<file path="src/rtl/trap_pkg.sv">
// Shared types and constants for the machine-mode trap sequencer.
package trap_pkg;

    // Sequencer states.
    typedef enum logic [2:0] {
        ST_IDLE,
        ST_FLUSH,
        ST_COMMIT,
        ST_MRET,
        ST_REDIRECT
    } state_e;

    // Exception cause codes.
    localparam logic [3:0] CAUSE_IALIGN  = 4'd0;
    localparam logic [3:0] CAUSE_ILLEGAL = 4'd2;
    localparam logic [3:0] CAUSE_BREAK   = 4'd3;
    localparam logic [3:0] CAUSE_ECALL   = 4'd11;

    // Interrupt cause codes.
    localparam logic [3:0] CAUSE_MSI     = 4'd3;
    localparam logic [3:0] CAUSE_MTI     = 4'd7;
    localparam logic [3:0] CAUSE_MEI     = 4'd11;

    // mip/mie bit positions.
    localparam int MIP_MSI_BIT = 3;
    localparam int MIP_MTI_BIT = 7;
    localparam int MIP_MEI_BIT = 11;

    // mtvec.MODE encoding that enables vectored interrupts.
    localparam logic [1:0] MTVEC_MODE_VECTORED = 2'd1;

    // Only misaligned-fetch and illegal-instruction traps carry a faulting value.
    function automatic logic cause_has_tval(input logic [3:0] code);
        return (code == CAUSE_IALIGN) || (code == CAUSE_ILLEGAL);
    endfunction

endpackage

</file>
<file path="src/rtl/trap_prio.sv">
// Combinational priority encoder: picks the winning event at an instruction
// boundary (interrupt > exception > mret) and its 4-bit cause code.
module trap_prio
    import trap_pkg::*;
(
    input  logic       i_exc_ialign,
    input  logic       i_exc_illegal,
    input  logic       i_exc_break,
    input  logic       i_exc_ecall,
    input  logic       i_is_mret,
    input  logic       i_irq_msi,
    input  logic       i_irq_mti,
    input  logic       i_irq_mei,
    input  logic       i_mie_msie,
    input  logic       i_mie_mtie,
    input  logic       i_mie_meie,
    input  logic       i_mstatus_mie,
    output logic       o_evt_vld,
    output logic       o_is_int,
    output logic       o_is_mret,
    output logic [3:0] o_code
);

    logic w_pend_msi;
    logic w_pend_mti;
    logic w_pend_mei;

    // An interrupt is taken only when raised, individually enabled and globally enabled.
    assign w_pend_msi = i_mstatus_mie & i_irq_msi & i_mie_msie;
    assign w_pend_mti = i_mstatus_mie & i_irq_mti & i_mie_mtie;
    assign w_pend_mei = i_mstatus_mie & i_irq_mei & i_mie_meie;

    // Fixed-priority selection: MEI > MSI > MTI > ialign > illegal > break > ecall > mret.
    always_comb begin
        // NOTE: every output gets a default before the if-chain so no path leaves one unassigned (no latch).
        o_evt_vld = 1'b1;
        o_is_int  = 1'b0;
        o_is_mret = 1'b0;
        o_code    = CAUSE_IALIGN;
        if (w_pend_mei) begin
            o_is_int = 1'b1;
            o_code   = CAUSE_MEI;
        end else if (w_pend_msi) begin
            o_is_int = 1'b1;
            o_code   = CAUSE_MSI;
        end else if (w_pend_mti) begin
            o_is_int = 1'b1;
            o_code   = CAUSE_MTI;
        end else if (i_exc_ialign) begin
            o_code   = CAUSE_IALIGN;
        end else if (i_exc_illegal) begin
            o_code   = CAUSE_ILLEGAL;
        end else if (i_exc_break) begin
            o_code   = CAUSE_BREAK;
        end else if (i_exc_ecall) begin
            o_code   = CAUSE_ECALL;
        end else if (i_is_mret) begin
            o_is_mret = 1'b1;
        end else begin
            o_evt_vld = 1'b0;
        end
    end

endmodule

</file>
<file path="src/rtl/trap_ctrl.sv">
// Machine-mode trap sequencer. At an instruction boundary it latches the winning
// event, then runs flush -> commit strobe -> redirect handshake.
// Build option: define TRAP_CTRL_VECTOR_EN to offset interrupt targets by
// 4*cause when mtvec is in vectored mode; otherwise every trap goes to the base.
module trap_ctrl
    import trap_pkg::*;
#(
    parameter int XLEN = 32
)(
    input  logic            clk,
    input  logic            rstl,
    input  logic            instr_vld,
    input  logic [XLEN-1:0] pc_now,
    input  logic            exc_ialign,
    input  logic            exc_illegal,
    input  logic            exc_break,
    input  logic            exc_ecall,
    input  logic [XLEN-1:0] exc_tval,
    input  logic            is_mret,
    input  logic            irq_msi,
    input  logic            irq_mti,
    input  logic            irq_mei,
    input  logic            mie_msie,
    input  logic            mie_mtie,
    input  logic            mie_meie,
    input  logic            mstatus_mie,
    input  logic [XLEN-3:0] mtvec_base,
    input  logic [1:0]      mtvec_mode,
    input  logic [XLEN-1:0] mepc,
    output logic            busy,
    output logic            flush,
    input  logic            flush_ack,
    output logic            trap_commit,
    output logic            mret_commit,
    output logic            cause_int,
    output logic [3:0]      cause_code,
    output logic [XLEN-1:0] epc,
    output logic [XLEN-1:0] tval,
    output logic            redirect_vld,
    output logic [XLEN-1:0] redirect_pc,
    input  logic            redirect_rdy
);

    state_e          r_state;
    state_e          w_state_nxt;

    logic            w_evt_vld;
    logic            w_evt_int;
    logic            w_evt_mret;
    logic [3:0]      w_evt_code;
    logic            w_take_evt;
    logic [XLEN-1:0] w_trap_pc;

    logic            r_busy;
    logic            r_flush;
    logic            r_trap_commit;
    logic            r_mret_commit;
    logic            r_redirect_vld;
    logic            r_is_mret;
    logic            r_cause_int;
    logic [3:0]      r_cause_code;
    logic [XLEN-1:0] r_epc;
    logic [XLEN-1:0] r_tval;
    logic [XLEN-1:0] r_redirect_pc;

    trap_prio u_prio (
        .i_exc_ialign  (exc_ialign),
        .i_exc_illegal (exc_illegal),
        .i_exc_break   (exc_break),
        .i_exc_ecall   (exc_ecall),
        .i_is_mret     (is_mret),
        .i_irq_msi     (irq_msi),
        .i_irq_mti     (irq_mti),
        .i_irq_mei     (irq_mei),
        .i_mie_msie    (mie_msie),
        .i_mie_mtie    (mie_mtie),
        .i_mie_meie    (mie_meie),
        .i_mstatus_mie (mstatus_mie),
        .o_evt_vld     (w_evt_vld),
        .o_is_int      (w_evt_int),
        .o_is_mret     (w_evt_mret),
        .o_code        (w_evt_code)
    );

    // Boundaries are only sampled while idle; anything else is ignored.
    assign w_take_evt = (r_state == ST_IDLE) && instr_vld && w_evt_vld;

`ifdef TRAP_CTRL_VECTOR_EN
    // Trap target: interrupts in vectored mode land at base + 4*cause, wrapping in XLEN bits.
    always_comb begin
        w_trap_pc = {mtvec_base, 2'b00};
        if ((mtvec_mode == MTVEC_MODE_VECTORED) && r_cause_int) begin
            w_trap_pc = {mtvec_base, 2'b00} + (XLEN'(r_cause_code) << 2);
        end
    end
`else
    logic w_unused_mode;

    // Trap target: always the base; the mode field has no effect in this build.
    assign w_trap_pc     = {mtvec_base, 2'b00};
    assign w_unused_mode = ^mtvec_mode;
`endif

    // Next-state logic for the flush/commit/redirect sequence.
    always_comb begin
        w_state_nxt = r_state;
        unique case (r_state)
            ST_IDLE:     if (w_take_evt)   w_state_nxt = ST_FLUSH;
            ST_FLUSH:    if (flush_ack)    w_state_nxt = r_is_mret ? ST_MRET : ST_COMMIT;
            ST_COMMIT:                     w_state_nxt = ST_REDIRECT;
            ST_MRET:                       w_state_nxt = ST_REDIRECT;
            ST_REDIRECT: if (redirect_rdy) w_state_nxt = ST_IDLE;
            default:                       w_state_nxt = ST_IDLE;
        endcase
    end

    // State register.
    always_ff @(posedge clk or negedge rstl) begin
        // NOTE: sequential state uses non-blocking assignments so every flop samples pre-edge values.
        if (!rstl) r_state <= ST_IDLE;
        else       r_state <= w_state_nxt;
    end

    // Control outputs registered from the next state so they line up with the state they describe.
    always_ff @(posedge clk or negedge rstl) begin
        if (!rstl) begin
            r_busy         <= 1'b0;
            r_flush        <= 1'b0;
            r_trap_commit  <= 1'b0;
            r_mret_commit  <= 1'b0;
            r_redirect_vld <= 1'b0;
        end else begin
            r_busy         <= (w_state_nxt != ST_IDLE);
            r_flush        <= (w_state_nxt == ST_FLUSH);
            r_trap_commit  <= (w_state_nxt == ST_COMMIT);
            r_mret_commit  <= (w_state_nxt == ST_MRET);
            r_redirect_vld <= (w_state_nxt == ST_REDIRECT);
        end
    end

    // Capture the event at the boundary; held until the next accepted event.
    always_ff @(posedge clk or negedge rstl) begin
        if (!rstl) begin
            r_is_mret    <= 1'b0;
            r_cause_int  <= 1'b0;
            r_cause_code <= '0;
            r_epc        <= '0;
            r_tval       <= '0;
        end else if (w_take_evt) begin
            r_is_mret    <= w_evt_mret;
            r_cause_int  <= w_evt_int;
            r_cause_code <= w_evt_code;
            r_epc        <= pc_now;
            r_tval       <= (!w_evt_int && !w_evt_mret && cause_has_tval(w_evt_code)) ? exc_tval : '0;
        end
    end

    // Redirect target is fixed on entry to REDIRECT and held through the handshake.
    always_ff @(posedge clk or negedge rstl) begin
        if (!rstl) begin
            r_redirect_pc <= '0;
        end else if (r_state == ST_COMMIT) begin
            r_redirect_pc <= w_trap_pc;
        end else if (r_state == ST_MRET) begin
            r_redirect_pc <= mepc;
        end
    end

    assign busy         = r_busy;
    assign flush        = r_flush;
    assign trap_commit  = r_trap_commit;
    assign mret_commit  = r_mret_commit;
    assign redirect_vld = r_redirect_vld;
    assign redirect_pc  = r_redirect_pc;
    assign cause_int    = r_cause_int;
    assign cause_code   = r_cause_code;
    assign epc          = r_epc;
    assign tval         = r_tval;

endmodule

</file>
<file path="config.mk">
export PLATFORM = sky130hd
export DESIGN_NAME = trap_ctrl
export DESIGN_NICKNAME = d
export VERILOG_FILES = /design/src/rtl/trap_pkg.sv /design/src/rtl/trap_prio.sv /design/src/rtl/trap_ctrl.sv
export SDC_FILE = /design/constraint.sdc
export NUM_CORES = 1
export LEC_CHECK = 0
export ABC_AREA = 1
export CORE_MARGIN = 2
export CORE_UTILIZATION = 35
export DETAILED_ROUTE_END_ITERATION = 16
export DONT_BUFFER_PORTS = 1
export PLACE_DENSITY_LB_ADDON = 0.3
export SLEW_MARGIN = 20
export SYNTH_ARGS = -nofsm -noshare
export SYNTH_HDL_FRONTEND = slang
export SYNTH_HIERARCHICAL = 1
export SYNTH_SLANG_ARGS = --single-unit
</file>
<file path="constraint.sdc">
create_clock -name clk -period 1.8 [get_ports clk]
set_input_delay 0.36 -clock clk [delete_from_list [all_inputs] [get_ports clk]]
set_output_delay 0.36 -clock clk [all_outputs]
set_load 0.02 [all_outputs]
</file>
# Word-level counts from Yosys, hierarchy flattened
# Cells that the tools add are included.
dict set report word_totals {
  ff_bits 110
  elab_cells 72
  output_inout_bits 106
}
dict set report op_classes {
  n_mux 33
  bitwise_logic 6
  n_reduce_logical 12
  n_eq_ne 9
}
# cell count
set op_table {}
lappend op_table {{$mux 32} 3}
lappend op_table {{$mux 4} 7}
lappend op_table {{$mux 1} 19}
lappend op_table {{$eq 3x2->1 const B} 4}
lappend op_table {{$pmux 3 s4} 1}
lappend op_table {{$mux 3} 3}
lappend op_table {{$and 1x1->1} 6}
lappend op_table {{$eq 3x1->1 const B} 2}
lappend op_table {{$eq 3x3->1 const B} 2}
lappend op_table {{$eq 4x2->1 const B} 1}
lappend op_table {{$logic_and 1x1->1} 4}
lappend op_table {{$logic_not 4->1} 1}
lappend op_table {{$logic_not 3->1} 1}
lappend op_table {{$reduce_bool 3->1} 1}
lappend op_table {{$logic_not 1->1} 2}
lappend op_table {{$reduce_bool 2->1} 1}
lappend op_table {{$reduce_or 2->1} 1}
lappend op_table {{$logic_or 1x1->1} 1}

# Logic depth before layout (Yosys ltp)
# Gate-level depths: netlist (run 1).
dict set report logic_depth {
  word_depth 12
  ltp_mapped 10
  mapped_depth_nobuf 9
}

# Modules after synthesis
# Netlist (run 1), hierarchy kept.
# mod area_per_inst_um2 instances cells_each seq_area_each_um2
set by_module_without_submodules {}
lappend by_module_without_submodules {trap_ctrl 4435.5 1 507 2752.6}
lappend by_module_without_submodules {trap_prio 120.1 1 26 0.0}

# Worst setup path after synthesis (run 1)
# Ideal clock, no wire load.
dict set report synth_path {
  path_type {input port to flip-flop}
  from {input irq_mti}
  to {register r_tval[10] (netlist: tval[10])}
  path_buffers 1
  required_time_ns 1.734
  stages 10
  path_slack_ns 0.323
  arrival_time_ns 1.411
  setup_time_ns 0.066
  path_cell_list {nand3_1 -> nand3_2 -> inv_2 -> nand2_1 -> inv_1 -> nand2_1 -> nor2_1 -> clkbuf_1 -> nand3_1 -> nand2_1}
}
dict set report synth_via {
  elab_chain_cells 9
  word_cells_on_any_way 23
  cone_classes {eq/ne: 1; mux: 13; bitwise: 2; reduce/logical: 7}
}
# item line_no
set synth_lines {}
lappend synth_lines {{from (decl)} trap_ctrl.sv:21} ;# input logic irq_mti,
lappend synth_lines {{$and 1x1->1 (2 in series)} trap_prio.sv:30} ;# assign w_pend_mti = i_mstatus_mie & i_irq_mti & i_mie_mtie;
lappend synth_lines {{$mux 1} trap_prio.sv:46} ;# end else if (w_pend_mti) begin
lappend synth_lines {{$mux 1} trap_prio.sv:43} ;# end else if (w_pend_msi) begin
lappend synth_lines {{$mux 1} trap_prio.sv:40} ;# if (w_pend_mei) begin
lappend synth_lines {{named net w_evt_int} trap_ctrl.sv:48} ;# logic w_evt_int;
lappend synth_lines {{$logic_not 1->1} trap_ctrl.sv:154} ;# r_tval <= (!w_evt_int && !w_evt_mret && cause_has_tval(w_evt_code)) ? exc_tval : '0;
lappend synth_lines {{$logic_and 1x1->1 (2 in series)} trap_ctrl.sv:154}
lappend synth_lines {{$mux 32} trap_ctrl.sv:154}
lappend synth_lines {{to (signal assigned)} trap_ctrl.sv:154}
lappend synth_lines {{to (decl)} trap_ctrl.sv:63} ;# logic [XLEN-1:0] r_tval;
# The timed path passes the listed nets, and every way through them passes these cells.
# A chain may end at the register's enable or synchronous reset.

# Worst setup path after layout (run 1)
dict set report layout_path {
  from {register r_state[0]}
  to {register r_epc[28] (netlist: epc[28])}
}
dict set report layout_via {
  elab_chain_cells 3
}
# item line_no
set layout_lines {}
lappend layout_lines {{from (decl)} trap_ctrl.sv:44} ;# state_e r_state;
lappend layout_lines {{from (signal assigned)} trap_ctrl.sv:121} ;# else r_state <= w_state_nxt;
lappend layout_lines {{$logic_not 3->1} trap_ctrl.sv:86} ;# assign w_take_evt = (r_state == ST_IDLE) && instr_vld && w_evt_vld;
lappend layout_lines {{$logic_and 1x1->1 (2 in series)} trap_ctrl.sv:86}
lappend layout_lines {{to (signal assigned)} trap_ctrl.sv:153} ;# r_epc <= pc_now;
lappend layout_lines {{to (decl)} trap_ctrl.sv:62} ;# logic [XLEN-1:0] r_epc;
# No other way between the ends.

==> results of run 1 <==
==> routing by layer <==
metal / vias to the layer above / track usage (%) / wire [µm] / part of all wire, %
met5: - / 0 / 0 / 0
met4: 0 / 4.367 / 82 / 0.74
met3: 6 / 6.250 / 1072 / 9.6
met2: 180 / 28.50 / 5569 / 50
met1: 1559 / 18.60 / 4425 / 40
li1: 1660 / - / - / -
==> kinds of logic after synthesis <==
logic type | Yosys count | share of synthesized area [%]
buffers and inverters | 50 | 5.136
AOI/OAI and AO/OA | 57 | 6.317
and+or+nand+nor | 316 | 28.12
DFF | 110 | 60.42
==> power groups by stage <==
stage | clock network [mW] | logic (mW) | registers [mW]
6_report | 1.99 | 2.33 | 5.80
2_1_floorplan | 0 | 1.89 | 5.54
5_1_grt | 2.17 | 2.74 | 5.93
4_1_cts | 2.08 | 2.39 | 5.82
3_5_place_dp | 0 | 2.41 | 5.83
3_3_place_gp | 0 | 2.27 | 5.83
==> worst paths after layout <==
| path | start | end | cells after the start | slack (ps) |
|---|---|---|---|---|
| setup reg to reg | r_state[0]$_DFF_PN0_ | epc[28]$_DFFE_PN0P_ | 6 | 300 |
| hold reg to reg | r_is_mret$_DFFE_PN0P_ | r_is_mret$_DFFE_PN0P_ | 2 | 490 |
| max in group asynchronous | rstl | redirect_pc[0]$_DFFE_PN0P_ | 0 | 1970 |
| setup / recovery | r_state[0]$_DFF_PN0_ | epc[28]$_DFFE_PN0P_ | 6 | 300 |
| min in group clk | pc_now[6] | epc[6]$_DFFE_PN0P_ | 2 | 140 |
| hold / removal | rstl | redirect_pc[12]$_DFFE_PN0P_ | 0 | -290 |
==> worst register-to-register path: cells and delay by family (launching register included) <==
kind	cells	cell delay [ps]
simple gates	4	630
buf+inv	2	360
flops	1	450
==> area by class of cell <==
cell class                      count  area (µm²)
Clock inverter                      7       78.83
Inverter                           22       82.58
Clock buffer                        9       225.2
Fill cell                        1291        7607
Multi-Input combinational cell    373        1577
Tap cell                          172       215.2
Timing Repair Buffer               11       132.6
Sequential cell                   110        2753
==> cells in the final DEF, fill, tap and decap left out, types with 2 or more instances in the layout <==
cell type	Yosys	final
sky130_fd_sc_hd__clkbuf_16	0	9
sky130_fd_sc_hd__inv_2	4	4
sky130_fd_sc_hd__inv_1	18	18
sky130_fd_sc_hd__nor3_1	7	7
sky130_fd_sc_hd__buf_4	7	7
sky130_fd_sc_hd__dfrtp_1	110	110
sky130_fd_sc_hd__nand3_2	2	2
sky130_fd_sc_hd__nor2_2	2	2
sky130_fd_sc_hd__nor2_4	1	2
sky130_fd_sc_hd__o21ai_1	2	2
sky130_fd_sc_hd__nand3_1	41	41
sky130_fd_sc_hd__a21oi_1	47	47
sky130_fd_sc_hd__inv_6	0	2
sky130_fd_sc_hd__buf_12	0	4
sky130_fd_sc_hd__o21ai_0	7	7
sky130_fd_sc_hd__nand2_1	203	203
sky130_fd_sc_hd__nor2_1	57	56
sky130_fd_sc_hd__clkinvlp_4	0	2
==> state kept, by name (all words and copies together), names as in the netlist <==
signal	cells
redirect_pc	32
mret_commit	1
r_is_mret	1
cause_int	1
redirect_vld	1
epc	32
tval	32
trap_commit	1
cause_code	4
r_state	3
busy	1
flush	1
==> flow_summary.html, run 1 <==
<table>
<tr><th>Metric</th><th>Value</th></tr>
<tr><th colspan="2">Status</th></tr>
<tr><td>Status</td><td>complete, but fails checks</td></tr>
<tr><td>Violated checks</td><td>negative hold slack</td></tr>
<tr><th colspan="2">Die</th></tr>
<tr><td>Die boundary height</td><td>118.1 µm</td></tr>
<tr><td>Die Outline Area</td><td>13940 µm²</td></tr>
<tr><td>Count of pins on the block boundary</td><td>251</td></tr>
<tr><td>Area of the core region</td><td>12670 µm²</td></tr>
<tr><td>Row Count</td><td>41</td></tr>
<tr><td>Initial core utilization</td><td>35.95%</td></tr>
<tr><td>Overall die width</td><td>118.1 µm</td></tr>
<tr><th colspan="2">STA</th></tr>
<tr><td>Min cycle time layout</td><td>1500 ps</td></tr>
<tr><td>Worst slew pin tran</td><td>390.9 ps</td></tr>
<tr><td>Final sum of negative setup slack</td><td>0 ps</td></tr>
<tr><td>Final number of max-transition violations</td><td>0</td></tr>
<tr><td>Worst hold slack after final layout</td><td>-286.0 ps</td></tr>
<tr><td>Final number of hold-violating endpoints</td><td>110</td></tr>
<tr><td>Achievable clock frequency</td><td>666.6 MHz</td></tr>
<tr><td>Final worst path period share</td><td>83.34%</td></tr>
<tr><td>Final count of negative-setup-slack endpoints</td><td>0</td></tr>
<tr><td>Post-Route Skew</td><td>9.671 ps</td></tr>
<tr><td>Setup repair after global routing missed its margin</td><td>false</td></tr>
<tr><td>Worst max-slew margin expressed relative to the limit</td><td>73.87%</td></tr>
<tr><td>Crit path setup slack, layout</td><td>299.8 ps</td></tr>
<tr><th colspan="2">Global routing</th></tr>
<tr><td>Number of antenna violations at the first check in global routing</td><td>0</td></tr>
<tr><td>Aggregate global-route resource usage</td><td>16.31%</td></tr>
<tr><td>First-pass GRT wire length</td><td>18090 µm</td></tr>
<tr><td>Maximum number of pins on one net before global-route repair</td><td>111</td></tr>
<tr><td>Via count of the first global-routing pass</td><td>3487</td></tr>
<tr><td>Overflow left after global routing</td><td>0</td></tr>
<tr><th colspan="2">Synthesis</th></tr>
<tr><td>Number of synthesized register bits</td><td>110</td></tr>
<tr><td>Cells taking the most area after synthesis</td><td>sky130_fd_sc_hd__dfrtp_1, sky130_fd_sc_hd__nand2_1, sky130_fd_sc_hd__a21oi_1, sky130_fd_sc_hd__nor2_1, sky130_fd_sc_hd__nand3_1</td></tr>
<tr><td>Number of synthesis warnings</td><td>6</td></tr>
<tr><td>Register area share after synthesis</td><td>60.42%</td></tr>
<tr><td>Nets in the synthesized netlist</td><td>678</td></tr>
<tr><td>Combined area of all synthesized cells</td><td>4556 µm²</td></tr>
<tr><td>Area share of the leading cell type in the synthesized netlist</td><td>60.42%</td></tr>
<tr><td>Gate Count Post-Synth</td><td>533</td></tr>
<tr><td>Library cells used by synthesis</td><td>22</td></tr>
<tr><td>Most instantiated flip-flop cell in the synthesis netlist</td><td>sky130_fd_sc_hd__dfrtp_1</td></tr>
<tr><td>Top cells by count, synth</td><td>sky130_fd_sc_hd__nand2_1, sky130_fd_sc_hd__dfrtp_1, sky130_fd_sc_hd__nor2_1</td></tr>
<tr><td>Most used standard cell by instance count after synthesis</td><td>sky130_fd_sc_hd__nand2_1</td></tr>
<tr><td>Post-synthesis async set-or-reset flop share</td><td>100.0%</td></tr>
<tr><td>EDFF count, synth</td><td>0</td></tr>
<tr><td>Average cell area after synthesis</td><td>8.547 µm²</td></tr>
<tr><td>Largest area contributor in the synthesized netlist</td><td>sky130_fd_sc_hd__dfrtp_1</td></tr>
<tr><th colspan="2">Placed design</th></tr>
<tr><td>Placed Instance Area</td><td>4760 µm²</td></tr>
<tr><td>Worst Setup Slack post-DPL</td><td>30.35 ps</td></tr>
<tr><td>Buffers added on ports</td><td>0</td></tr>
<tr><td># placed instances</td><td>688</td></tr>
<tr><td>Dpl hpwl</td><td>8440 µm</td></tr>
<tr><td>Global placement routability congestion</td><td>0.7980</td></tr>
<tr><th colspan="2">Pwr</th></tr>
<tr><td>Power per Cell Area</td><td>1999 nW/µm²</td></tr>
<tr><td>Part of the total power dissipated in sequential elements</td><td>57.3%</td></tr>
<tr><td>Switch Pwr</td><td>4.568 mW</td></tr>
<tr><td>Sw Share</td><td>45.14%</td></tr>
<tr><td>IR drop worst, VDD</td><td>0.6938 mV</td></tr>
<tr><td>Clock network fraction of total power</td><td>19.6%</td></tr>
<tr><td>Internal Dissipation</td><td>5.552 mW</td></tr>
<tr><td>Tot Pwr</td><td>10.12 mW</td></tr>
<tr><td>Cell leakage power</td><td>2.554 nW</td></tr>
<tr><td>Part of the total power dissipated in combinational logic</td><td>23.1%</td></tr>
<tr><th colspan="2">Clock tree</th></tr>
<tr><td>Clock tree from TritonCTS</td><td>yes</td></tr>
<tr><td>Clock insertion delay at the later pin of the skew report</td><td>340 ps</td></tr>
<tr><td>Number of sinks driven by the clock tree</td><td>110</td></tr>
<tr><td>Number of H-tree branching levels</td><td>3</td></tr>
<tr><td>Number of setup buffers added after CTS</td><td>0</td></tr>
<tr><td>Number of buffers on the longest clock path</td><td>2</td></tr>
<tr><td>Root Buffer</td><td>sky130_fd_sc_hd__clkbuf_16</td></tr>
<tr><td>CTS buffer count</td><td>9</td></tr>
<tr><td>Clock-pin slew on the worst setup and hold paths</td><td>70 ps</td></tr>
<tr><td>Resized cells post-CTS</td><td>0</td></tr>
<tr><th colspan="2">Critical path</th></tr>
<tr><td>Bufs and invs on worst path</td><td>2</td></tr>
<tr><td>Startpoint type of the worst setup path</td><td>flip-flop</td></tr>
<tr><td>Master of the slowest instance on the critical path</td><td>sky130_fd_sc_hd__dfrtp_1</td></tr>
<tr><td>Critical Path AT</td><td>1770 ps</td></tr>
<tr><td>Largest fanout of any net on the critical path</td><td>21</td></tr>
<tr><td>Cells traversed along the worst timing path</td><td>nor2_4, inv_2, nor2_4, buf_4, nand2_1, nand2_1</td></tr>
<tr><td>Top Family by Delay on Critical Path</td><td>simple AND/OR/NAND/NOR gates</td></tr>
<tr><td>Required time of the critical path</td><td>2070 ps</td></tr>
<tr><td>Crit Path Class</td><td>flip-flop to flip-flop</td></tr>
<tr><td>Longest individual stage delay on the worst path</td><td>450 ps</td></tr>
<tr><td>Type of element capturing the critical path</td><td>flip-flop</td></tr>
<tr><th colspan="2">Min path</th></tr>
<tr><td>Hold Path Class</td><td>input pin to async pin</td></tr>
<tr><th colspan="2">Drt</th></tr>
<tr><td>Routed wire per std cell</td><td>15.84 µm</td></tr>
<tr><td>Wire length after detailed routing</td><td>11150 µm</td></tr>
<tr><td>Number of search-and-repair iterations in the first detailed-routing pass</td><td>5</td></tr>
<tr><td>Count of unresolved DRC violations after routing</td><td>0</td></tr>
<tr><td>Overall via count from detail_route</td><td>3405</td></tr>
<tr><td>Starting DRC count in detailed routing</td><td>148</td></tr>
<tr><td>Antenna-violating nets left</td><td>0</td></tr>
<tr><td>Detailed-route vias per instance</td><td>4.837</td></tr>
<tr><th colspan="2">Final layout</th></tr>
<tr><td>Final non-filler cell area</td><td>5064 µm²</td></tr>
<tr><td>Net total in the final layout</td><td>672</td></tr>
<tr><td>Fraction of final layout cells with drive strength greater than 1</td><td>7.143%</td></tr>
<tr><td>Final cell utilization of the core</td><td>39.96%</td></tr>
<tr><td>Diodes inserted</td><td>0</td></tr>
<tr><td>Non-filler instance count after layout</td><td>704</td></tr>
<tr><td>Syn-to-layout area delta</td><td>11.15%</td></tr>
<tr><th colspan="2">Job</th></tr>
<tr><td>Maxcap violations</td><td>0</td></tr>
</table>
Note: power is estimated with default switching activity, not from simulation.
==> inputs of run 2 (changes only) <==
- clock period: 1.8 -> 1.25 ns (I/O delays scaled with it)
==> run 2 against run 1 <==
Against the previous run: the flow finishes with violations (negative hold slack, negative setup slack); utilization increased by 8.4 points; power increased by 65%; sequential power increased by 45%; first-iteration DRC count decreased by 12%; clock skew decreased by 4.1 ps; fmax increased by 16%; final area increased by 21%; hold slack got worse by 130 ps; die area unchanged; largest cell class unchanged; largest power group unchanged.
==> flow_summary.html, run 2 (same netlist as run 1, synthesis figures left out) <==
<table>
<tr><th>Metric</th><th>Value</th></tr>
<tr><th colspan="2">Placed design</th></tr>
<tr><td>Global placement routability congestion</td><td>0.7930 (-0.63%)</td></tr>
<tr><td># placed instances</td><td>710 (+3.2%)</td></tr>
<tr><td>Dpl hpwl</td><td>8454 µm (+0.17%)</td></tr>
<tr><td>Buffers added on ports</td><td>0 (unchanged)</td></tr>
<tr><td>Placed Instance Area</td><td>4995 µm² (+4.9%)</td></tr>
<tr><td>Worst Setup Slack post-DPL</td><td>-274.2 ps (-304.6 ps)</td></tr>
<tr><th colspan="2">Final layout</th></tr>
<tr><td>Area used by multi-input combinational logic</td><td>1943 µm² (+23%)</td></tr>
<tr><td>Highest-count cells in the layout ignoring fill and taps</td><td>sky130_fd_sc_hd__nand2_1, sky130_fd_sc_hd__dfrtp_1, sky130_fd_sc_hd__nor2_1</td></tr>
<tr><td>Most common library cell in the layout ignoring fill and taps</td><td>sky130_fd_sc_hd__nand2_1</td></tr>
<tr><td>Flip-flop and latch area</td><td>2754 µm² (about the same)</td></tr>
<tr><td>Final non-filler cell area</td><td>6128 µm² (+21%)</td></tr>
<tr><td>Fillers</td><td>1208 (-6.4%)</td></tr>
<tr><td>Non-filler instance count after layout</td><td>756 (+7.4%)</td></tr>
<tr><td>Net total in the final layout</td><td>724 (+7.7%)</td></tr>
<tr><td>Syn-to-layout area delta</td><td>34.52%</td></tr>
<tr><td>Diodes inserted</td><td>0 (unchanged)</td></tr>
<tr><td>Fraction of final layout cells with drive strength greater than 1</td><td>27.91% (+21 points)</td></tr>
<tr><th colspan="2">Die</th></tr>
<tr><td>Die boundary height</td><td>118.1 µm (unchanged)</td></tr>
<tr><td>Row Count</td><td>41 (unchanged)</td></tr>
<tr><td>Overall die width</td><td>118.1 µm (unchanged)</td></tr>
<tr><td>Initial core utilization</td><td>35.95% (unchanged)</td></tr>
<tr><td>Count of pins on the block boundary</td><td>251 (unchanged)</td></tr>
<tr><td>Area of the core region</td><td>12670 µm² (unchanged)</td></tr>
<tr><td>Die Outline Area</td><td>13940 µm² (unchanged)</td></tr>
<tr><th colspan="2">Status</th></tr>
<tr><td>Violated checks</td><td>negative hold slack, negative setup slack</td></tr>
<tr><td>Status</td><td>complete, but fails checks</td></tr>
<tr><th colspan="2">Critical path</th></tr>
<tr><td>Largest fanout of any net on the critical path</td><td>15 (-29%)</td></tr>
<tr><td>Required time of the critical path</td><td>1500 ps (-570 ps)</td></tr>
<tr><td>Type of element capturing the critical path</td><td>flip-flop</td></tr>
<tr><td>Critical Path AT</td><td>1530 ps (-240 ps)</td></tr>
<tr><td>Startpoint type of the worst setup path</td><td>flip-flop</td></tr>
<tr><td>Crit Path Class</td><td>flip-flop to flip-flop</td></tr>
<tr><th colspan="2">Clock tree</th></tr>
<tr><td>Clock tree from TritonCTS</td><td>yes</td></tr>
<tr><td>Number of buffers on the longest clock path</td><td>2 (unchanged)</td></tr>
<tr><td>Clock-pin slew on the worst setup and hold paths</td><td>80 ps (about the same)</td></tr>
<tr><td>Root Buffer</td><td>sky130_fd_sc_hd__clkbuf_16</td></tr>
<tr><td>Number of H-tree branching levels</td><td>3 (unchanged)</td></tr>
<tr><td>Number of sinks driven by the clock tree</td><td>110 (unchanged)</td></tr>
<tr><td>Number of hold buffers added after cts</td><td>11</td></tr>
<tr><td>CTS buffer count</td><td>9 (unchanged)</td></tr>
<tr><td>Clock insertion delay at the later pin of the skew report</td><td>350 ps (about the same)</td></tr>
<tr><th colspan="2">Drt</th></tr>
<tr><td>Number of search-and-repair iterations in the first detailed-routing pass</td><td>4 (-1)</td></tr>
<tr><td>Count of unresolved DRC violations after routing</td><td>0 (unchanged)</td></tr>
<tr><td>Overall via count from detail_route</td><td>3779 (+11%)</td></tr>
<tr><td>Starting DRC count in detailed routing</td><td>130 (-12%)</td></tr>
<tr><td>Detailed-route vias per instance</td><td>4.999 (+3.4%)</td></tr>
<tr><td>Wire length after detailed routing</td><td>13040 µm (+17%)</td></tr>
<tr><td>Routed wire per std cell</td><td>17.25 µm (+8.9%)</td></tr>
<tr><td>Antenna-violating nets left</td><td>0 (unchanged)</td></tr>
<tr><th colspan="2">Pwr</th></tr>
<tr><td>Tot Pwr</td><td>16.72 mW (+65%)</td></tr>
<tr><td>Cell leakage power</td><td>3.007 nW (+18%)</td></tr>
<tr><td>Power per Cell Area</td><td>2728 nW/µm² (+37%)</td></tr>
<tr><td>IR drop worst, VDD</td><td>0.9629 mV (+39%)</td></tr>
<tr><th colspan="2">Global routing</th></tr>
<tr><td>Overflow left after global routing</td><td>0 (unchanged)</td></tr>
<tr><td>First-pass GRT wire length</td><td>19660 µm (+8.7%)</td></tr>
<tr><td>Via count of the first global-routing pass</td><td>3881 (+11%)</td></tr>
<tr><td>Aggregate global-route resource usage</td><td>17.81% (+1.5 points)</td></tr>
<tr><td>Maximum number of pins on one net before global-route repair</td><td>111 (unchanged)</td></tr>
<tr><td>Number of antenna violations at the first check in global routing</td><td>0 (unchanged)</td></tr>
<tr><th colspan="2">Job</th></tr>
<tr><td>Maxcap violations</td><td>0 (unchanged)</td></tr>
<tr><th colspan="2">STA</th></tr>
<tr><td>Worst max-slew margin expressed relative to the limit</td><td>81.35% (+7.5 points)</td></tr>
<tr><td>Min cycle time layout</td><td>1289 ps (-211.4 ps)</td></tr>
<tr><td>Post-Route Skew</td><td>5.529 ps (-4.142 ps)</td></tr>
<tr><td>Final worst path period share</td><td>103.1% (+20 points)</td></tr>
<tr><td>Achievable clock frequency</td><td>775.9 MHz (+16%)</td></tr>
<tr><td>Final count of negative-setup-slack endpoints</td><td>43 (+43)</td></tr>
<tr><td>Final number of hold-violating endpoints</td><td>110 (unchanged)</td></tr>
<tr><td>Worst slew pin tran</td><td>279.8 ps (-111.1 ps)</td></tr>
<tr><td>Setup repair after global routing missed its margin</td><td>true</td></tr>
<tr><td>Crit path setup slack, layout</td><td>-38.81 ps (-338.6 ps)</td></tr>
<tr><td>Final number of max-transition violations</td><td>0 (unchanged)</td></tr>
<tr><td>Worst hold slack after final layout</td><td>-419.3 ps (-133.3 ps)</td></tr>
<tr><th colspan="2">Min path</th></tr>
<tr><td>Hold Path Class</td><td>input pin to async pin</td></tr>
</table>
run 2: area by class of cell:
type,instances,share of cell area [%]
inverters,22,1.592
clock inverters,7,1.021
multi-input cells,373,31.71
flip-flops and latches,110,44.94
well taps,172,3.512
repair buffers,63,13.56
clock buffers,9,3.675
run 2: per-stage QoR:
step                utilization (%)  setup TNS [ps]
floorplan                         -          -298.8
global placement              39.42          -14940
detailed placement            39.42          -17630
CTS                           44.52          -336.3
global route                  48.37           -7411
finish                        48.37          -677.4
run 2: worst max-delay path, cell delays in order, from the launching register on:
cell and delay (ps):
sky130_fd_sc_hd__dfrtp_2 450, sky130_fd_sc_hd__nor2_4 140, sky130_fd_sc_hd__nand3b_1 120, sky130_fd_sc_hd__buf_6 170
sky130_fd_sc_hd__clkbuf_16 180, sky130_fd_sc_hd__nand2_1 60, sky130_fd_sc_hd__nand2_1 60
run 2: power breakdown:
group          internal [mW]  switching [mW]  total [mW]
combinational           2.62            2.94        5.56
clock                   1.39            1.36        2.75
sequential              5.17            3.23        8.40
run 2: path summary, 6_finish.rpt:
kind | to | slack, ps | cells after the start | from
worst max register to register | tval[17]$_DFFE_PN0P_ | -40 | 6 | r_state[0]$_DFF_PN0_
worst min-delay path | redirect_pc[11]$_DFFE_PN0P_ | -420 | 0 | rstl
worst min register to register | r_is_mret$_DFFE_PN0P_ | 510 | 2 | r_is_mret$_DFFE_PN0P_
max in group asynchronous | cause_code[1]$_DFFE_PN0P_ | 1520 | 0 | rstl
min in group clk | epc[7]$_DFFE_PN0P_ | 10 | 2 | pc_now[7]
worst max-delay path | tval[17]$_DFFE_PN0P_ | -40 | 6 | r_state[0]$_DFF_PN0_
run 2: timing repair:
action / CTS / global route
pin swaps: 5 / 13
gates resized for setup: 36 / 84
endpoints found under the setup margin: 106 / 106
hold endpoints to repair: 121 / 110
setup buffers: 7 / 2
cloned: 3 / 7
run 2: layer usage:
layer	routed length [µm]	part of all wire, %	vias to the layer above	GRT usage [%]
met3	1200	9.2	21	6.250
li1	-	-	1773	-
met2	6678	51	205	30.60
met4	300	2.3	0	7.154
met1	4861	37	1780	20.12
met5	0	0	-	0
==> inputs of run 3 (changes only) <==
- CORE_UTILIZATION: 35 -> 44
- PLACE_DENSITY_LB_ADDON: 0.3 -> default
==> run 3 against run 2 <==
Against the previous run: clock skew up 1.1 ps; sequential power up 2%; global-route usage up 5.0 points; via count up 11%; register-to-register slack worse by 40 ps; fmax down 3.1%; count of clock-buffer cells in the layout up 1; critical path type unchanged; the run still ends with negative hold slack, negative setup slack left; worst setup slack worse by 41 ps.
==> flow_summary.html, run 3 (same netlist as run 1, synthesis figures left out) <==
<table>
<tr><th>Metric</th><th>Value</th></tr>
<tr><th colspan="2">Clock tree</th></tr>
<tr><td>Number of sinks driven by the clock tree</td><td>110 (unchanged)</td></tr>
<tr><td>Number of buffers on the longest clock path</td><td>2 (unchanged)</td></tr>
<tr><td>CTS buffer count</td><td>9 (unchanged)</td></tr>
<tr><td>Clock-pin slew on the worst setup and hold paths</td><td>100 ps (+20 ps)</td></tr>
<tr><td>Number of H-tree branching levels</td><td>3 (unchanged)</td></tr>
<tr><td>Root Buffer</td><td>sky130_fd_sc_hd__clkbuf_8</td></tr>
<tr><td>Clock insertion delay at the later pin of the skew report</td><td>380 ps (+30 ps)</td></tr>
<tr><td>Clock tree from TritonCTS</td><td>yes</td></tr>
<tr><th colspan="2">STA</th></tr>
<tr><td>Final number of hold-violating endpoints</td><td>110 (unchanged)</td></tr>
<tr><td>Final worst path period share</td><td>106.4% (+3.3 points)</td></tr>
<tr><td>Worst hold slack after final layout</td><td>-440.9 ps (-21.55 ps)</td></tr>
<tr><td>Post-Route Skew</td><td>6.586 ps (+1.057 ps)</td></tr>
<tr><td>Worst slew pin tran</td><td>305.2 ps (+25.41 ps)</td></tr>
<tr><td>Worst max-slew margin expressed relative to the limit</td><td>79.65% (-1.7 points)</td></tr>
<tr><td>Crit path setup slack, layout</td><td>-79.88 ps (-41.07 ps)</td></tr>
<tr><td>Achievable clock frequency</td><td>751.9 MHz (-3.1%)</td></tr>
<tr><td>Final count of negative-setup-slack endpoints</td><td>74 (+72%)</td></tr>
<tr><td>Final number of max-transition violations</td><td>0 (unchanged)</td></tr>
<tr><td>Setup repair after global routing missed its margin</td><td>true</td></tr>
<tr><td>Min cycle time layout</td><td>1330 ps (+41.07 ps)</td></tr>
<tr><th colspan="2">Final layout</th></tr>
<tr><td>Most common library cell in the layout ignoring fill and taps</td><td>sky130_fd_sc_hd__nand2_1</td></tr>
<tr><td>Fillers</td><td>764 (-37%)</td></tr>
<tr><td>Flip-flop and latch area</td><td>2754 µm² (unchanged)</td></tr>
<tr><td>Final cell utilization of the core</td><td>67.10% (+19 points)</td></tr>
<tr><td>Fraction of final layout cells with drive strength greater than 1</td><td>30.40% (+2.5 points)</td></tr>
<tr><td>Diodes inserted</td><td>0 (unchanged)</td></tr>
<tr><td>Net total in the final layout</td><td>788 (+8.8%)</td></tr>
<tr><td>Highest-count cells in the layout ignoring fill and taps</td><td>sky130_fd_sc_hd__nand2_1, sky130_fd_sc_hd__dfrtp_1, sky130_fd_sc_hd__dlygate4sd3_1</td></tr>
<tr><td>Area used by multi-input combinational logic</td><td>2125 µm² (+9.3%)</td></tr>
<tr><td>Syn-to-layout area delta</td><td>50.01%</td></tr>
<tr><th colspan="2">Critical path</th></tr>
<tr><td>Critical Path AT</td><td>1640 ps (+110 ps)</td></tr>
<tr><td>Bufs and invs on worst path</td><td>3 (+1)</td></tr>
<tr><td>Longest individual stage delay on the worst path</td><td>430 ps (-20 ps)</td></tr>
<tr><td>Cells traversed along the worst timing path</td><td>nor2_4, inv_2, nor2_4, buf_12, buf_16, nand3_2, nand2_1</td></tr>
<tr><td>Largest fanout of any net on the critical path</td><td>7 (-8)</td></tr>
<tr><td>Crit Path Class</td><td>flip-flop to flip-flop</td></tr>
<tr><td>Most used cell along the critical path</td><td>sky130_fd_sc_hd__nor2_4</td></tr>
<tr><td>Master of the slowest instance on the critical path</td><td>sky130_fd_sc_hd__dfrtp_1</td></tr>
<tr><td>Type of element capturing the critical path</td><td>flip-flop</td></tr>
<tr><td>Top Family by Delay on Critical Path</td><td>simple AND/OR/NAND/NOR gates</td></tr>
<tr><td>Startpoint type of the worst setup path</td><td>flip-flop</td></tr>
<tr><td>Required time of the critical path</td><td>1560 ps (+60 ps)</td></tr>
<tr><th colspan="2">Placed design</th></tr>
<tr><td>Global placement routability congestion</td><td>0.7627 (-3.8%)</td></tr>
<tr><td>Buffers added on ports</td><td>0 (unchanged)</td></tr>
<tr><td>Dpl hpwl</td><td>7945 µm (-6.0%)</td></tr>
<tr><td>Worst Setup Slack post-DPL</td><td>-124.5 ps (+149.7 ps)</td></tr>
<tr><th colspan="2">Global routing</th></tr>
<tr><td>Number of antenna violations at the first check in global routing</td><td>0 (unchanged)</td></tr>
<tr><td>Overflow left after global routing</td><td>0 (unchanged)</td></tr>
<tr><td>Met1 routing resource usage after global routing</td><td>23.72% (+3.6 points)</td></tr>
<tr><td>Via count of the first global-routing pass</td><td>4045 (+4.2%)</td></tr>
<tr><td>Most utilized layer in the global route result</td><td>met2</td></tr>
<tr><td>Met3 usage in global routing</td><td>8.101% (+1.9 points)</td></tr>
<tr><td>First-pass GRT wire length</td><td>20020 µm (+1.8%)</td></tr>
<tr><td>Aggregate global-route resource usage</td><td>22.82% (+5.0 points)</td></tr>
<tr><td>Maximum number of pins on one net before global-route repair</td><td>111 (unchanged)</td></tr>
<tr><td>Met2 Resource Use GR</td><td>41.84% (+11 points)</td></tr>
<tr><th colspan="2">Die</th></tr>
<tr><td>Count of pins on the block boundary</td><td>251 (unchanged)</td></tr>
<tr><td>Die Outline Area</td><td>11180 µm² (-20%)</td></tr>
<tr><td>Die boundary height</td><td>105.8 µm (-10%)</td></tr>
<tr><td>Area of the core region</td><td>10180 µm² (-20%)</td></tr>
<tr><td>Row Count</td><td>37 (-9.8%)</td></tr>
<tr><td>Initial core utilization</td><td>44.73% (+8.8 points)</td></tr>
<tr><td>Overall die width</td><td>105.8 µm (-10%)</td></tr>
<tr><th colspan="2">Drt</th></tr>
<tr><td>Routed wire per std cell</td><td>18.28 µm (+6.0%)</td></tr>
<tr><td>Number of search-and-repair iterations in the first detailed-routing pass</td><td>4 (unchanged)</td></tr>
<tr><td>Detailed-route vias per instance</td><td>5.346 (+6.9%)</td></tr>
<tr><td>Starting DRC count in detailed routing</td><td>300 (+130%)</td></tr>
<tr><td>Overall via count from detail_route</td><td>4191 (+11%)</td></tr>
<tr><td>Wire length after detailed routing</td><td>14330 µm (+9.9%)</td></tr>
<tr><td>Antenna-violating nets left</td><td>0 (unchanged)</td></tr>
<tr><td>Count of unresolved DRC violations after routing</td><td>0 (unchanged)</td></tr>
<tr><th colspan="2">Status</th></tr>
<tr><td>Status</td><td>complete, but fails checks</td></tr>
<tr><td>Violated checks</td><td>negative hold slack, negative setup slack</td></tr>
<tr><th colspan="2">Pwr</th></tr>
<tr><td>IR drop worst, VDD</td><td>1.399 mV (+45%)</td></tr>
<tr><td>Cell leakage power</td><td>3.208 nW (+6.7%)</td></tr>
<tr><td>Power per Cell Area</td><td>2453 nW/µm² (-10%)</td></tr>
<tr><td>Tot Pwr</td><td>16.76 mW (+0.25%)</td></tr>
<tr><th colspan="2">Job</th></tr>
<tr><td>Maxcap violations</td><td>0 (unchanged)</td></tr>
<tr><th colspan="2">Min path</th></tr>
<tr><td>Hold Path Class</td><td>input pin to async pin</td></tr>
</table>
-- run 3: through the flow --
stage	cells	area (µm²)	TNS (ps)	hold slack, ps
3_5_place_dp	667	4897	-7165	-43.27
3_3_place_gp	667	4897	-5978	-43.42
5_1_grt	784	6834	-10040	-480.0
6_report	784	6834	-2214	-440.9
2_1_floorplan	533	4623	-298.8	-45.59
4_1_cts	766	6031	-2687	-462.0
-- run 3: worst paths after layout --
check / startpoint / to / slack, ps / depth (start not counted)
min reg2reg: r_is_mret$_DFFE_PN0P_ / r_is_mret$_DFFE_PN0P_ / 500 / 2
max in group asynchronous: rstl / tval[31]$_DFFE_PN0P_ / 1470 / 0
min: rstl / epc[26]$_DFFE_PN0P_ / -440 / 0
min in group clk: mepc[0] / redirect_pc[0]$_DFFE_PN0P_ / 20 / 2
max: r_state[1]$_DFF_PN0_ / tval[12]$_DFFE_PN0P_ / -80 / 7
max reg2reg: r_state[1]$_DFF_PN0_ / tval[12]$_DFFE_PN0P_ / -80 / 7
-- run 3: timing repair --
item,CTS,global route
hold buffers,77,6
setup endpoints to repair,96,102
gates cloned,4,9
endpoints found under the hold margin,187,116
gates resized for setup,16,149
buffers inserted,2,3
pin swaps,3,26
-- run 3: layout make-up --
class,count,share of cell area (%)
clock inverters,6,0.6957
clock buffers,10,1.867
flip-flops and latches,110,40.30
inverters,22,1.282
well taps,136,2.490
multi-input cells,373,31.09
repair buffers,127,22.28
-- run 3: worst reg2reg max path, stage by stage, from the launching register on --
cell                      delay, ps
sky130_fd_sc_hd__dfrtp_1        430
sky130_fd_sc_hd__nor2_4         150
sky130_fd_sc_hd__inv_2           60
sky130_fd_sc_hd__nor2_4         140
sky130_fd_sc_hd__buf_12         160
sky130_fd_sc_hd__buf_16         150
sky130_fd_sc_hd__nand3_2         90
sky130_fd_sc_hd__nand2_1         90
-- run 3: power breakdown --
group / internal, mW / leakage (nW) / total (mW) / switching, mW
logic: 2.96 / 1.74 / 6.21 / 3.25
registers: 5.16 / 1.38 / 8.58 / 3.42
clock network: 0.741 / 0.0868 / 1.97 / 1.23
-- run 3: per-layer routing --
metal / vias up / wire length [µm]
met4: 0 / 444
met5: - / 0
met3: 36 / 1202
li1: 1899 / -
met1: 2041 / 5240
met2: 215 / 7447
==> RTL change 1: new RTL, config.mk and constraints of run 2 <==
Re-encode `state_e` (5 states) as Gray code, 3 bits wide.
--- a/src/rtl/trap_pkg.sv
+++ b/src/rtl/trap_pkg.sv
@@ -3,11 +3,11 @@
 
     // Sequencer states.
     typedef enum logic [2:0] {
-        ST_IDLE,
-        ST_FLUSH,
-        ST_COMMIT,
-        ST_MRET,
-        ST_REDIRECT
+        ST_IDLE     = 3'b000,
+        ST_FLUSH    = 3'b001,
+        ST_COMMIT   = 3'b011,
+        ST_MRET     = 3'b010,
+        ST_REDIRECT = 3'b110
     } state_e;
 
     // Exception cause codes.
Function: no difference found for any inputs over 4 cycles, from zero or initial values and one cycle with rstl low; so few cycles prove little.
==> RTL change 1 against run 2 <==
The run still ends with negative hold slack, negative setup slack left; wire length fell by 3.8%; worst setup slack got worse by 31 ps; power fell by 4.0%; combinational power fell by 15%; synthesized area rose by 1.2%; sequential share of layout area rose by 3.3 points; non-clock buffer count fell by 25; sequential cell count did not move; final area fell by 6.9%; critical path type unchanged.
==> RTL change 1: results (changes against run 2) <==
status: "complete, but fails checks"  # unchanged
violations: "negative hold slack, negative setup slack"  # unchanged
met1_length_um: 5020  # was 4860 µm
ff2ff_setup_slack_ps: -70  # was -40 ps
yosysSeqAreaShare_pct: 59.7  # was 60.4%
drive_gt1_share_pct: 17.8  # was 27.9%
core-area_um2: 12700  # about the same
tightestPinTransition_ps: 304  # was 280 ps
setup_violations: 56  # was 43
num_vias: 3684  # was 3779
grt_pass1_vias: 3510  # was 3881
crit_path_top_delay_cell: "dfrtp_1"  # was dfrtp_2
synth_nets: 689  # was 678
r2r_cells: 7  # was 6
yosys-top-cells-area: "dfrtp_1 60%, nand2_1 19%, nand3_1 5.8%"  # was dfrtp_1 60%, nand2_1 17%, a21oi_1 5.2%
gp_routability_congestion: 0.746  # was 0.793
hold_violations: 110  # unchanged
leakage_nw: 2.84  # was 3.01 nW
detail_route.iter0.violations: 109  # was 130
r2r-end: "tval[31]$_DFFE_PN0P_"  # was tval[17]$_DFFE_PN0P_
synth.top_cells.by_count: "231 x nand2_1, 110 x dfrtp_1, 53 x nand3_1"  # was 203 x nand2_1, 110 x dfrtp_1, 57 x nor2_1
path_max_fanout: 8  # was 15
dpl-instance-area_um2: 4940  # was 4990 µm²
peakVddDrop_mv: 1.06  # was 0.963 mV
grt_pass1_wl_um: 18100  # was 19700 µm
dr_wl_met3_um: 1080  # was 1200 µm
r2r_start: "r_state[2]$_DFF_PN0_"  # was r_state[0]$_DFF_PN0_
dpl_worst_slack_ps: -184  # was -274 ps
holdWs_ps: -408  # was -419 ps
crit_arrival_ps: 1600  # was 1530 ps
worst_slack_ps: -69.6  # was -38.8 ps
nNetsFinal: 707  # was 724
max_stage_delay_ps: 410  # was 450 ps
cp_top_family: "simple AND/OR/NAND/NOR gates"  # was flip-flops
-- RTL change 1: timing repair --
action                     in CTS  in global routing
hold buffers                    1                  3
cloned                          0                  8
pin swaps                       0                 30
gates resized for setup         1                 67
setup endpoints to repair      58                 92
hold endpoints to repair      111                113
buffers inserted                0                  3
-- RTL change 1: area by class of cell --
cell class,count,area [µm²],share of cell area [%]
timing repair buffer,38,553,9.69
clock inverter,5,40.0,0.701
tap,172,215,3.77
multi-input combinational,373,1780,31.3
clock buffer,11,243,4.25
sequential,110,2750,48.2
inverter,30,120,2.10
-- RTL change 1: worst max-delay path by stage --
stage                                    start                   endpoint  slack (ps)  cells after the start
after global routing      r_state[2]$_DFF_PN0_       tval[31]$_DFFE_PN0P_        -140                      7
after floorplan                      exc_break        epc[21]$_DFFE_PN0P_          10                     10
after detailed placement              mie_meie       tval[11]$_DFFE_PN0P_        -180                     10
final                     r_state[2]$_DFF_PN0_       tval[31]$_DFFE_PN0P_         -70                      7
after CTS                 r_state[1]$_DFF_PN0_  cause_code[0]$_DFFE_PN0P_         -40                      5
after global placement                mie_meie       tval[27]$_DFFE_PN0P_        -120                     10
-- RTL change 1: kinds of logic after synthesis --
kind of cell,Yosys count,share of synthesized area (%)
AOI/OAI and AO/OA,57,6.24
buffers and inverters,61,6.14
and+or+nand+nor,316,27.9
DFF,110,59.7
-- RTL change 1: metal layers --
metal	GRT usage, %	vias up
li1	-	1741
met1	19.6	1735
met2	26.4	192
met3	6.08	16
met4	5.36	0
met5	0	-
-- RTL change 1: worst register-to-register path, cell delays in order, from the launching register on --
cell,delay [ps]
dfrtp_1,410
nor2_4,150
nand2_2,80
nor2_4,130
buf_12,170
clkbuf_16,190
nand3_2,70
nand2_1,70
-- RTL change 1: where the power goes --
part	switching, mW	internal, mW	leakage, nW
combinational	2.69	2.06	1.32
clock	1.30	1.43	0.140
sequential	3.32	5.25	1.38
total	7.31	8.74	2.84
-- RTL change 1: metrics by stage --
| step | power [mW] | instances | hold slack, ps | setup TNS (ps) |
|---|---|---|---|---|
| 4_1_cts | 15.2 | 725 | -424 | -338 |
| 6_report | 16.0 | 739 | -408 | -1510 |
| 5_1_grt | 17.1 | 739 | -436 | -6770 |
| 3_3_place_gp | 12.2 | 708 | -42.4 | -6910 |
| 3_5_place_dp | 12.4 | 708 | -42.7 | -10880 |
| 2_1_floorplan | 11.1 | 544 | -45.6 | 0 |
==> RTL change 2: new RTL, config.mk and constraints of run 2 <==
Without the edit above. Add a define of `TRAP_CTRL_VECTOR_EN`.
--- a/src/rtl/trap_ctrl.sv
+++ b/src/rtl/trap_ctrl.sv
@@ -2,6 +2,8 @@
 // event, then runs flush -> commit strobe -> redirect handshake.
 // Build option: define TRAP_CTRL_VECTOR_EN to offset interrupt targets by
 // 4*cause when mtvec is in vectored mode; otherwise every trap goes to the base.
+`define TRAP_CTRL_VECTOR_EN
+
 module trap_ctrl
     import trap_pkg::*;
 #(
Check against the original RTL: not equivalent (a bounded check fails within 4 cycles, from zero or initial values and one cycle with rstl low).
==> RTL change 2 against run 2 <==
The flow still finishes with violations (negative hold slack, negative setup slack); count of clock-buffer cells in the layout stayed put; final area rose by 52%; power is 26% higher; synthesized cell count rose by 45%; critical path depth increased by 5; sequential cell count stayed put; final cell count grew 50%; non-clock buffer count is 90 higher; synthesized area increased by 28%; clock power increased by 6%; wire length is 67% higher; worst setup slack worse by 480 ps; critical endpoint is now redirect_pc[22]$_DFFE_PN0P_; largest cell class is now multi-input combinational cells.
==> RTL change 2: results (changes against run 2) <==
status: "complete, but fails checks"  # unchanged
violations: "negative hold slack, negative setup slack"  # unchanged
detail_route.iter0.violations: 253  # was 130
synth_nets: 924  # was 678
path_max_fanout: 6  # was 15
crit_arrival_ps: 2030  # was 1530 ps
grt_util_met2_pct: 42.4  # was 30.6%
leakage_nw: 4.54  # was 3.01 nW
buffers: 153  # was 63
drive_gt1_share_pct: 40.6  # was 27.9%
globalRouteMet3Util_pct: 8.75  # was 6.25%
pg_clk_mw: 2.92  # was 2.75 mW
hold_violations: 110  # unchanged
met1_usage_pct: 26.7  # was 20.1%
syn2layout_area_growth_pct: 59.9  # was 34.5%
cp_top_family: "simple AND/OR/NAND/NOR gates"  # was flip-flops
switching_share_pct: 45.3  # was 45.1%
dpl-instance-area_um2: 6760  # was 4990 µm²
yosysSeqAreaShare_pct: 47.2  # was 60.4%
dr_wl_met3_um: 2170  # was 1200 µm
wirelength_um: 21800  # was 13000 µm
fin_skew_ps: 14.4  # was 5.53 ps
viasPerCell: 5.04  # was 5.00
synth_compound_area_share_pct: 4.61  # was 6.32%
netSwitchingPower_mw: 9.54  # was 7.54 mW
yosys-top-cells-area: "dfrtp_1 47%, nand2_1 21%, nand3_1 6.7%"  # was dfrtp_1 60%, nand2_1 17%, a21oi_1 5.2%
tightestPinTransition_ps: 449  # was 280 ps
buffer_area_share_pct: 21.8  # was 13.6%
dieArea_um2: 17700  # was 13900 µm²
setup_violations: 107  # was 43
multi_input_cells: 552  # was 373
holdWs_ps: -420  # was -419 ps
seq_area_um2: 2760  # was 2750 µm²
wl_met2_um: 11200  # was 6680 µm
max_stage_delay_ps: 430  # was 450 ps
num_vias: 5718  # was 3779
met1_length_um: 7970  # was 4860 µm
dpl.hpwl_um: 12800  # was 8450 µm
ys_types: 39  # was 22
worst_slack_ps: -520  # was -38.8 ps
syn_avg_cell_area_um2: 7.54  # was 8.55 µm²
inverters_excl_clock: 83  # was 22
fill_cells: 1411  # was 1208
==> RTL change 2: cell count changes after synthesis, moves of 6 or more <==
| cell | change |
|---|---|
| a21oi_1 | -41 |
| inv_1 | +60 |
| nand2_1 | +120 |
| nand3_1 | +37 |
| nand4_1 | +20 |
| nor2_1 | -18 |
| nor3_1 | -6 |
| o21ai_0 | +13 |
| o21bai_1 | +6 |
==> RTL change 2: final timing paths <==
path	slack (ps)	startpoint	endpoint	cells past startpoint
min in group clk	10	exc_tval[16]	tval[16]$_DFFE_PN0P_	2
max in group asynchronous	1420	rstl	r_state[1]$_DFF_PN0_	0
min reg2reg	550	r_is_mret$_DFFE_PN0P_	r_is_mret$_DFFE_PN0P_	2
max	-520	cause_code[0]$_DFFE_PN0P_	redirect_pc[22]$_DFFE_PN0P_	11
min	-420	rstl	redirect_pc[22]$_DFFE_PN0P_	0
max reg2reg	-520	cause_code[0]$_DFFE_PN0P_	redirect_pc[22]$_DFFE_PN0P_	11
